==> config.mk <==
export PLATFORM = sky130hd
export DESIGN_NAME = wb_trace_uart
export DESIGN_NICKNAME = d
export VERILOG_FILES = /design/src/rtl/wb_trace_uart.sv
export SDC_FILE = /design/constraint.sdc
export NUM_CORES = 1
export LEC_CHECK = 0
export ABC_AREA = 1
export CAP_MARGIN = 20
export CORE_MARGIN = 1
export CORE_UTILIZATION = 64
export CTS_BUF_LIST = sky130_fd_sc_hd__clkbuf_8
export DETAILED_ROUTE_END_ITERATION = 10
export PLACE_DENSITY_LB_ADDON = 0.3
export SLEW_MARGIN = 20
export SYNTH_ARGS = -nofsm -noshare
export SYNTH_HDL_FRONTEND = slang
export SYNTH_SLANG_ARGS = --single-unit
==> constraint.sdc <==
create_clock -name clk -period 7.7 [get_ports clk]
set_input_delay 1.155 -clock clk [delete_from_list [all_inputs] [get_ports clk]]
set_output_delay 1.155 -clock clk [all_outputs]
set_load 0.005 [all_outputs]
==> src/rtl/wb_trace_uart.sv <==
// wb_trace_uart: watches the 32-bit writeback bus, queues every change in a
// small FIFO and prints each queued word on a UART TX line as uppercase hex
// followed by CR LF (8N1, idle high).
//
// Optional feature macro: WB_TRACE_TIMESTAMP_EN. When defined, a 16-bit
// free-running cycle stamp is stored with each word and printed as
// "TTTT " in front of the data characters.
//
// Flow control: the writeback side has no ready signal and is never stalled.
// A change is pushed on the edge it is seen if the FIFO is not full, and is
// dropped (and counted) otherwise. The TX FSM pops the head word only on an
// edge where it is IDLE and the FIFO is non-empty. Push and pop may share an
// edge; a full FIFO still drops on an edge that also pops.
module wb_trace_uart #(
  parameter int CLK_FREQ_HZ = 100_000_000,
  parameter int BAUD        = 115200,
  parameter int FIFO_DEPTH  = 16
) (
  input  logic        clk,
  input  logic        reset,
  input  logic [31:0] wb_data,
  output logic        uart_tx,
  output logic        busy,
  output logic        fifo_full,
  output logic [7:0]  drop_count
);

  localparam int CLKS_PER_BIT = CLK_FREQ_HZ / BAUD;
  localparam int PTR_W        = $clog2(FIFO_DEPTH);
  localparam int CNT_W        = PTR_W + 1;
  localparam int BAUD_W       = $clog2(CLKS_PER_BIT);
`ifdef WB_TRACE_TIMESTAMP_EN
  localparam int ENTRY_W      = 48;
  localparam int NUM_CHARS    = 15;
`else
  localparam int ENTRY_W      = 32;
  localparam int NUM_CHARS    = 10;
`endif

  typedef enum logic [1:0] {
    S_IDLE  = 2'd0,
    S_START = 2'd1,
    S_DATA  = 2'd2,
    S_STOP  = 2'd3
  } tx_state_t;

  // TX FSM state is kept in a plainly named register so checkers can bind to it.
  tx_state_t          state, state_d;
  logic [BAUD_W-1:0]  baud_cnt, baud_d;
  logic [2:0]         bit_idx, bit_d;
  logic [3:0]         char_idx, char_d;

  logic [31:0]        prev_wb;
  logic [ENTRY_W-1:0] fifo_mem [FIFO_DEPTH];
  logic [PTR_W-1:0]   wr_ptr, rd_ptr;
  logic [CNT_W-1:0]   fifo_count;
  logic [ENTRY_W-1:0] frame_q;
  logic [ENTRY_W-1:0] push_word;
  logic               tx_q;

  logic               change, push, pop, drop;
  logic               baud_done;
  logic [5:0]         nib_shift;
  logic [3:0]         nib;
  logic               fixed_sel;
  logic [7:0]         fixed_char;
  logic [7:0]         cur_char;
  logic               line_bit;

  function automatic logic [7:0] hex_char(input logic [3:0] n);
    hex_char = (n < 4'd10) ? (8'h30 + {4'h0, n}) : (8'h37 + {4'h0, n});
  endfunction

  assign change    = (wb_data != prev_wb);
  assign fifo_full = (fifo_count == CNT_W'(FIFO_DEPTH));
  assign push      = change && !fifo_full;
  assign drop      = change && fifo_full;
  assign pop       = (state == S_IDLE) && (fifo_count != '0);
  assign baud_done = (baud_cnt == BAUD_W'(CLKS_PER_BIT - 1));
  assign busy      = (state != S_IDLE);
  assign uart_tx   = tx_q;

`ifdef WB_TRACE_TIMESTAMP_EN
  logic [15:0] ts_count;

  // Free-running cycle stamp; the pre-increment value goes into the FIFO.
  always_ff @(posedge clk) begin
    if (reset) ts_count <= 16'h0000;
    else       ts_count <= ts_count + 16'h0001;
  end

  assign push_word = {ts_count, wb_data};
`else
  assign push_word = wb_data;
`endif

  // Previous writeback value for change detection.
  always_ff @(posedge clk) begin
    if (reset) prev_wb <= 32'h0;
    else       prev_wb <= wb_data;
  end

  // FIFO storage; contents need no reset because the count gates reads.
  always_ff @(posedge clk) begin
    if (push) fifo_mem[wr_ptr] <= push_word;
  end

  // FIFO pointers and occupancy.
  always_ff @(posedge clk) begin
    if (reset) begin
      wr_ptr     <= '0;
      rd_ptr     <= '0;
      fifo_count <= '0;
    end else begin
      if (push) wr_ptr <= wr_ptr + PTR_W'(1);
      if (pop)  rd_ptr <= rd_ptr + PTR_W'(1);
      case ({push, pop})
        2'b10:   fifo_count <= fifo_count + CNT_W'(1);
        2'b01:   fifo_count <= fifo_count - CNT_W'(1);
        default: fifo_count <= fifo_count;
      endcase
    end
  end

  // Saturating count of captures lost to a full FIFO.
  always_ff @(posedge clk) begin
    if (reset)                            drop_count <= 8'h00;
    else if (drop && drop_count != 8'hFF) drop_count <= drop_count + 8'h01;
  end

  // Frame register holds the word being printed.
  always_ff @(posedge clk) begin
    if (reset)    frame_q <= '0;
    else if (pop) frame_q <= fifo_mem[rd_ptr];
  end

  // TX FSM state, baud, bit and character counters.
  always_ff @(posedge clk) begin
    if (reset) begin
      state    <= S_IDLE;
      baud_cnt <= '0;
      bit_idx  <= '0;
      char_idx <= '0;
    end else begin
      state    <= state_d;
      baud_cnt <= baud_d;
      bit_idx  <= bit_d;
      char_idx <= char_d;
    end
  end

  // Next-state logic: START, 8 DATA bits, STOP per character, then the next
  // character or back to IDLE after the LF.
  always_comb begin
    state_d = state;
    baud_d  = baud_cnt;
    bit_d   = bit_idx;
    char_d  = char_idx;
    case (state)
      S_IDLE: begin
        if (pop) begin
          state_d = S_START;
          baud_d  = '0;
          bit_d   = '0;
          char_d  = '0;
        end
      end
      S_START: begin
        if (baud_done) begin
          baud_d  = '0;
          bit_d   = '0;
          state_d = S_DATA;
        end else begin
          baud_d = baud_cnt + BAUD_W'(1);
        end
      end
      S_DATA: begin
        if (baud_done) begin
          baud_d = '0;
          if (bit_idx == 3'd7) state_d = S_STOP;
          else                 bit_d   = bit_idx + 3'd1;
        end else begin
          baud_d = baud_cnt + BAUD_W'(1);
        end
      end
      S_STOP: begin
        if (baud_done) begin
          baud_d = '0;
          if (char_idx == 4'(NUM_CHARS - 1)) begin
            state_d = S_IDLE;
            char_d  = '0;
          end else begin
            state_d = S_START;
            char_d  = char_idx + 4'd1;
          end
        end else begin
          baud_d = baud_cnt + BAUD_W'(1);
        end
      end
      default: state_d = S_IDLE;
    endcase
  end

  // Character selection: hex nibbles MSB first, optional space, then CR LF.
  always_comb begin
    nib_shift  = 6'd0;
    fixed_sel  = 1'b0;
    fixed_char = 8'h00;
`ifdef WB_TRACE_TIMESTAMP_EN
    if (char_idx < 4'd4) begin
      nib_shift = 6'd44 - {char_idx, 2'b00};
    end else if (char_idx == 4'd4) begin
      fixed_sel  = 1'b1;
      fixed_char = 8'h20;
    end else if (char_idx < 4'd13) begin
      nib_shift = 6'd48 - {char_idx, 2'b00};
    end else if (char_idx == 4'd13) begin
      fixed_sel  = 1'b1;
      fixed_char = 8'h0D;
    end else begin
      fixed_sel  = 1'b1;
      fixed_char = 8'h0A;
    end
`else
    if (char_idx < 4'd8) begin
      nib_shift = 6'd28 - {char_idx, 2'b00};
    end else if (char_idx == 4'd8) begin
      fixed_sel  = 1'b1;
      fixed_char = 8'h0D;
    end else begin
      fixed_sel  = 1'b1;
      fixed_char = 8'h0A;
    end
`endif
    nib      = 4'(frame_q >> nib_shift);
    cur_char = fixed_sel ? fixed_char : hex_char(nib);
  end

  // Line level implied by the current state.
  always_comb begin
    line_bit = 1'b1;
    case (state)
      S_START: line_bit = 1'b0;
      S_DATA:  line_bit = cur_char[bit_idx];
      default: line_bit = 1'b1;
    endcase
  end

  // Registered TX pin: glitch-free, goes high on the reset edge.
  always_ff @(posedge clk) begin
    if (reset) tx_q <= 1'b1;
    else       tx_q <= line_bit;
  end

endmodule

Yosys cells after proc, flatten, opt, wreduce, memory -nomap -nowiden
Memories as Yosys holds them, arrays and structs flattened. A register that Yosys moved wholly into a read port is not among the register bits. Index checks and enable logic that the tools add are counted.

Add/subtract/negate cells: 11. Multiply operators: 0. Div/mod/pow operators: 0. $lt $le $gt $ge: 3. Eq/ne operators: 18. Shift-type cells: 1. Muxes and demuxes: 29. Bitwise gates (word level): 0. Reduce and logical (&&, ||, !) cells: 15.

Operators by type and width (number): $ne A32 B32 Y1 (1); $shr A32 B6 Y4 (1); $mux W10 (2); $pmux W10 S2 (1); $mux W3 (5); $add A6 B4 Y7 const A (2); $add A4 B1 Y4 const B (3); $mux W4 (3); $ne A2 B2 Y1 const B (6); $add A10 B1 Y10 const B (1); $eq A10 B10 Y1 const B (1); $mux W2 (5); $pmux W5 S2 (1); $reduce_and A5 Y1 (2); $pmux W3 S3 (1); $add A8 B1 Y8 const B (1); $eq A4 B4 Y1 const B (2); $lt A4 B4 Y1 const B (2); $mux W8 (1); $ne A8 B8 Y1 const B (1); $pmux W2 S4 (1); $pmux W4 S2 (1); $mux W7 (1); $eq A2 B2 Y1 const B (3); other kinds (20) (29).

Register bits after elaboration: 73. Latch bits: 0. Bits in writable memories: 512. Bits in read-only memories: 0. Bits of input ports: 34. Output and inout port bits: 11. Logic and storage cells: 88. Memories: 1.

Memory list: fifo_mem (words 16, bits a word 32, rd ports 1, clocked after memory_dff 1, write ports 1, RTL line 54) `logic [ENTRY_W-1:0] fifo_mem [FIFO_DEPTH];`.

Longest topological paths before layout
Word-level depth: 9. Depth in mapped cells: 22. Mapped depth without buffers: 20.

Worst setup path after synthesis
OpenSTA, ideal clock, no wires.

Kind: input to register. Start point: in wb_data[17]. End point: mem fifo_mem[11][0], enable pin. Arrival: 3.470 ns. Required time: 7.279 ns. Setup slack: 3.809 ns. Stages: 9. Path buffers: 0. Cells stage by stage: inv_1 > or2_2 > o2111ai_1 > nor4_1 > nand3_1 > nand2_1 > inv_1 > nand2_1 > nor2_1.

Longest elaborated chain between the ends: 4.

RTL lines: from (decl) (RTL line 21) `input logic [31:0] wb_data,`; $ne A32 B32 Y1 (RTL line 74) `assign change = (wb_data != prev_wb);`; $logic_and A1 B1 Y1 (RTL line 76) `assign push = change && !fifo_full;`; $mux W1 (RTL line 105) `if (push) fifo_mem[wr_ptr] <= push_word;`; $mux W1 (not written as such) (RTL line 105); to (decl) (RTL line 54).

No other way between the ends.

Final worst setup path
Start point: in wb_data[6]. End point: reg fifo_count[4].

Longest elaborated chain between the ends: 4. Elaborated cells between the ends (all ways): 6. Those cells by class: 3 x eq/ne; 1 x mux; 2 x reduce/logical.

RTL lines: $ne A32 B32 Y1 (*) (RTL line 74); $logic_and A1 B1 Y1 (*) (RTL line 76); $eq A2 B1 Y1 or $eq A2 B2 Y1 (tied branches) (RTL line 117) `case ({push, pop})`; $pmux W5 S2 or $reduce_bool A2 Y1 (tied branches); to (signal assigned) (RTL line 118) `2'b10: fifo_count <= fifo_count + CNT_W'(1);`; to (signal assigned) (RTL line 119) `2'b01: fifo_count <= fifo_count - CNT_W'(1);`; to (signal assigned) (RTL line 120) `default: fifo_count <= fifo_count;`; to (decl) (RTL line 56) `logic [CNT_W-1:0] fifo_count;`.

Mark *: on every way between the ends. The rest lies on a longest branch, timed or not. A chain may end at the register's enable or synchronous reset.

==> impl_metrics.tcl <==
set metrics [dict create \
    p_clk_share_pct 27.3 \
    port_buffers 44 \
    worst_slew_pin_slew_ns 0.9391 \
    cts.sinks 617 \
    via_per_inst 6.163 \
    dpl.cell_count 2644 \
    drc 0 \
    reg2reg_depth 17 \
    hold_path_depth 1 \
    syn_avg_cell_area_um2 11.40 \
    hold_viol 0 \
    fin_nets 2284 \
    intPower_mw 6.008 \
    synth_area_um2 24930 \
    fmax_mhz 212.7 \
    wire_per_inst_um 21.39 \
    worst-r2r-setup-slack_ns 4.11 \
    clk_latency_ns 0.66 \
    start_util_pct 65.56 \
    root_buffer "clkbuf_8" \
    start_kind "primary input" \
    synth_compound_area_share_pct 13.35 \
    ios 45 \
    num_rows 71 \
    die_area_um2 39740 \
    synth_mux_area_share_pct 0 \
    switching_share_pct 36.23 \
    ys_ff_latch 617 \
    power_density_nw_per_um2 338.9 \
    final_antenna_net_count 0 \
    synth-xor-area-share_pct 1.019 \
    multi_input_area_um2 6477 \
    final_common_cell "edfxtp_1" \
    grt_max_degree 198 \
    die_x_um 199.3 \
    finalSetupViolCount 0 \
    core_um2 38020 \
    p_seq_share_pct 42.6 \
    track_usage_pct 31.43 \
    regArea_um2 17490 \
    drt_iter0_drc 2112 \
    p_comb_share_pct 30.0 \
    clock_path_buffers 3 \
    ys_seq_area_share_pct 70.12 \
    place_congestion 0.9117 \
    mostFrequentLayoutCells "512 x edfxtp_1, 392 x nor2_1, 341 x o21ai_0, 176 x inv_1, 154 x o22ai_1" \
    stdcell_count 2821 \
    final.setup.tns_ns 0 \
    skew_ns 0.02841 \
    postCtsHoldBufs 0 \
    peakVddDrop_mv 0.2681 \
    fillers 2542 \
    ys_warn_count 0 \
    grt_pass1_wl_um 93090 \
    area.growth.synth_to_final_pct 11.54 \
    synth_top_family_by_area "compound AO/OA/AOI/OAI gates" \
    synth_fa_ha_area_share_pct 1.054 \
    crit_type "in -> reg" \
    worst_ep_required_time_ns 8.22 \
    syn_nets 2241 \
    leakage_nw 9.925 \
    switching_power_mw 3.414 \
    antenna_found_initial 2 \
    dp_hpwl_um 34340 \
    post-route-period-util_pct 61.07 \
    num_vias 17390 \
    syn_inst 2186 \
    synth_cell_types 40 \
    end_kind "flop" \
    post-cts-setup-buffers 0 \
    cts_buffers 94 \
    totalWireLength_um 60340 \
    grt_pass1_vias 16810 \
    hp-class "reg -> reg" \
    crit_path_max_fanout 18 \
    rsz0062_at_grt "no" \
    maxSlewHeadroom_pct 37.24 \
    slew_violations 0 \
    cts_tree "done" \
    layout_min_cycle_time_ns 4.703 \
    grt-ovfl-total 0 \
    drive_gt1_share_pct 8.492 \
    post_cts_resized 0 \
    die_h_um 199.3 \
    clk_pin_slew_ns 0.06 \
    arrival_ns 5.23 \
    drt_first_pass_iters 6 \
    htreeDepth 3 \
    maxCapViolations 0 \
    status "finished, final reports clean" \
    synthSimpleGateAreaFrac_pct 10.07 \
]
final timing paths:
path | startpoint | endpoint
hold reg to reg | fifo_count[4]$_SDFFE_PP0P_ | fifo_count[4]$_SDFFE_PP0P_
setup reg to reg | fifo_count[0]$_SDFFE_PP0P_ | fifo_count[4]$_SDFFE_PP0P_
hold / removal | fifo_count[4]$_SDFFE_PP0P_ | fifo_count[4]$_SDFFE_PP0P_
setup / recovery | wb_data[6] | fifo_count[4]$_SDFFE_PP0P_
routing by layer:
| metal | global-route usage (%) | share of wire (%) | vias to the layer above |
|---|---|---|---|
| met4 | 13.57 | 4.0 | 0 |
| met5 | 0 | 0 | - |
| met3 | 6.481 | 10 | 170 |
| li1 | - | - | 7902 |
| met2 | 51.03 | 48 | 1016 |
| met1 | 41.40 | 38 | 8298 |
power groups by stage:
stage / Sequential [mW] / Combinational, mW / Clock [mW]
final: 4.02 / 2.83 / 2.58
after global placement: 4.07 / 2.67 / 0
after detailed placement: 4.08 / 2.76 / 0
after CTS: 4.01 / 2.78 / 2.60
after floorplan: 3.95 / 2.05 / 0
after global routing: 4.04 / 3.13 / 2.74
logic make-up after synthesis:
group,Yosys count
flip-flops,617
adder cells (fa/ha/maj),21
AO/OA/AOI/OAI,611
XOR/XNOR,29
buffers and inverters,282
AND/OR/NAND/NOR,626
flip-flops by register name (all words and copies together) (netlist names):
name	count
drop_count	8
baud_cnt	10
char_idx	4
uart_tx	1
wr_ptr	4
fifo_count	5
state	2
rd_ptr	4
frame_q	32
bit_idx	3
fifo_mem	512
prev_wb	32
worst max-delay path: stages:
cell and delay (ns):
clkdlybuf4s50_1 0.81, xnor2_1 0.43, nand4_1 0.22, nor4_1 0.44, nand3_1 0.25, nand2_1 0.31, ha_1 0.34, xor2_1 0.14
ha_1 0.20, a21o_1 0.18, nand2_1 0.07, nand2_1 0.05, a21oi_1 0.12, inv_1 0.06, o21ai_0 0.14, a21oi_1 0.07
o21ai_0 0.16, a21oi_1 0.05
final cells by class:
| class | instances | share of cell area, % |
|---|---|---|
| Inverter | 155 | 2.124 |
| Antenna cell | 2 | 0.01800 |
| Clock buffer | 106 | 5.248 |
| Timing Repair Buffer | 74 | 2.880 |
| Sequential cell | 617 | 62.89 |
| Multi-Input combinational cell | 1287 | 23.30 |
| Tap cell | 511 | 2.300 |
| Clock inverter | 69 | 1.238 |
synth_stat cells (all sizes together):
library cell	instances	area, um2
nor3	9	45.04
a21oi	64	320.3
a211oi	5	37.54
o22ai	154	963.4
nor2	410	1549
buf	24	121.4
o21ai	370	1852
edfxtp	512	15370
nor4	6	43.79
o221ai	2	17.52
nor3b	1	7.510
dfxtp	105	2102
a32oi	2	17.52
o32ai	6	52.55
ha	21	262.8
clkbuf	103	387.9
nand3	41	205.2
inv	155	584.3
a221oi	2	17.52
nand4	10	62.56
nand2	141	546.8
xnor2	22	192.7
xor2	7	61.31
o2111ai	4	35.03
and2	1	6.260
o211ai	1	7.510
a21o	1	7.510
or2	7	43.79
through the flow:
step                      power (mW)  setup slack (ns)  util (%)  instance area [um2]  hold slack [ns]
final                          9.423             2.997     73.12                27800           0.4783
after global routing           9.910             2.820     73.11                27800           0.4854
after floorplan                6.001             3.809         -                24930           0.4432
after CTS                      9.392             3.198     73.11                27800           0.4729
after global placement         6.739             2.579     67.90                25820           0.4666
after detailed placement       6.844             2.536     68.37                25990           0.4623
No activity file was read; power rests on OpenSTA's default activity.
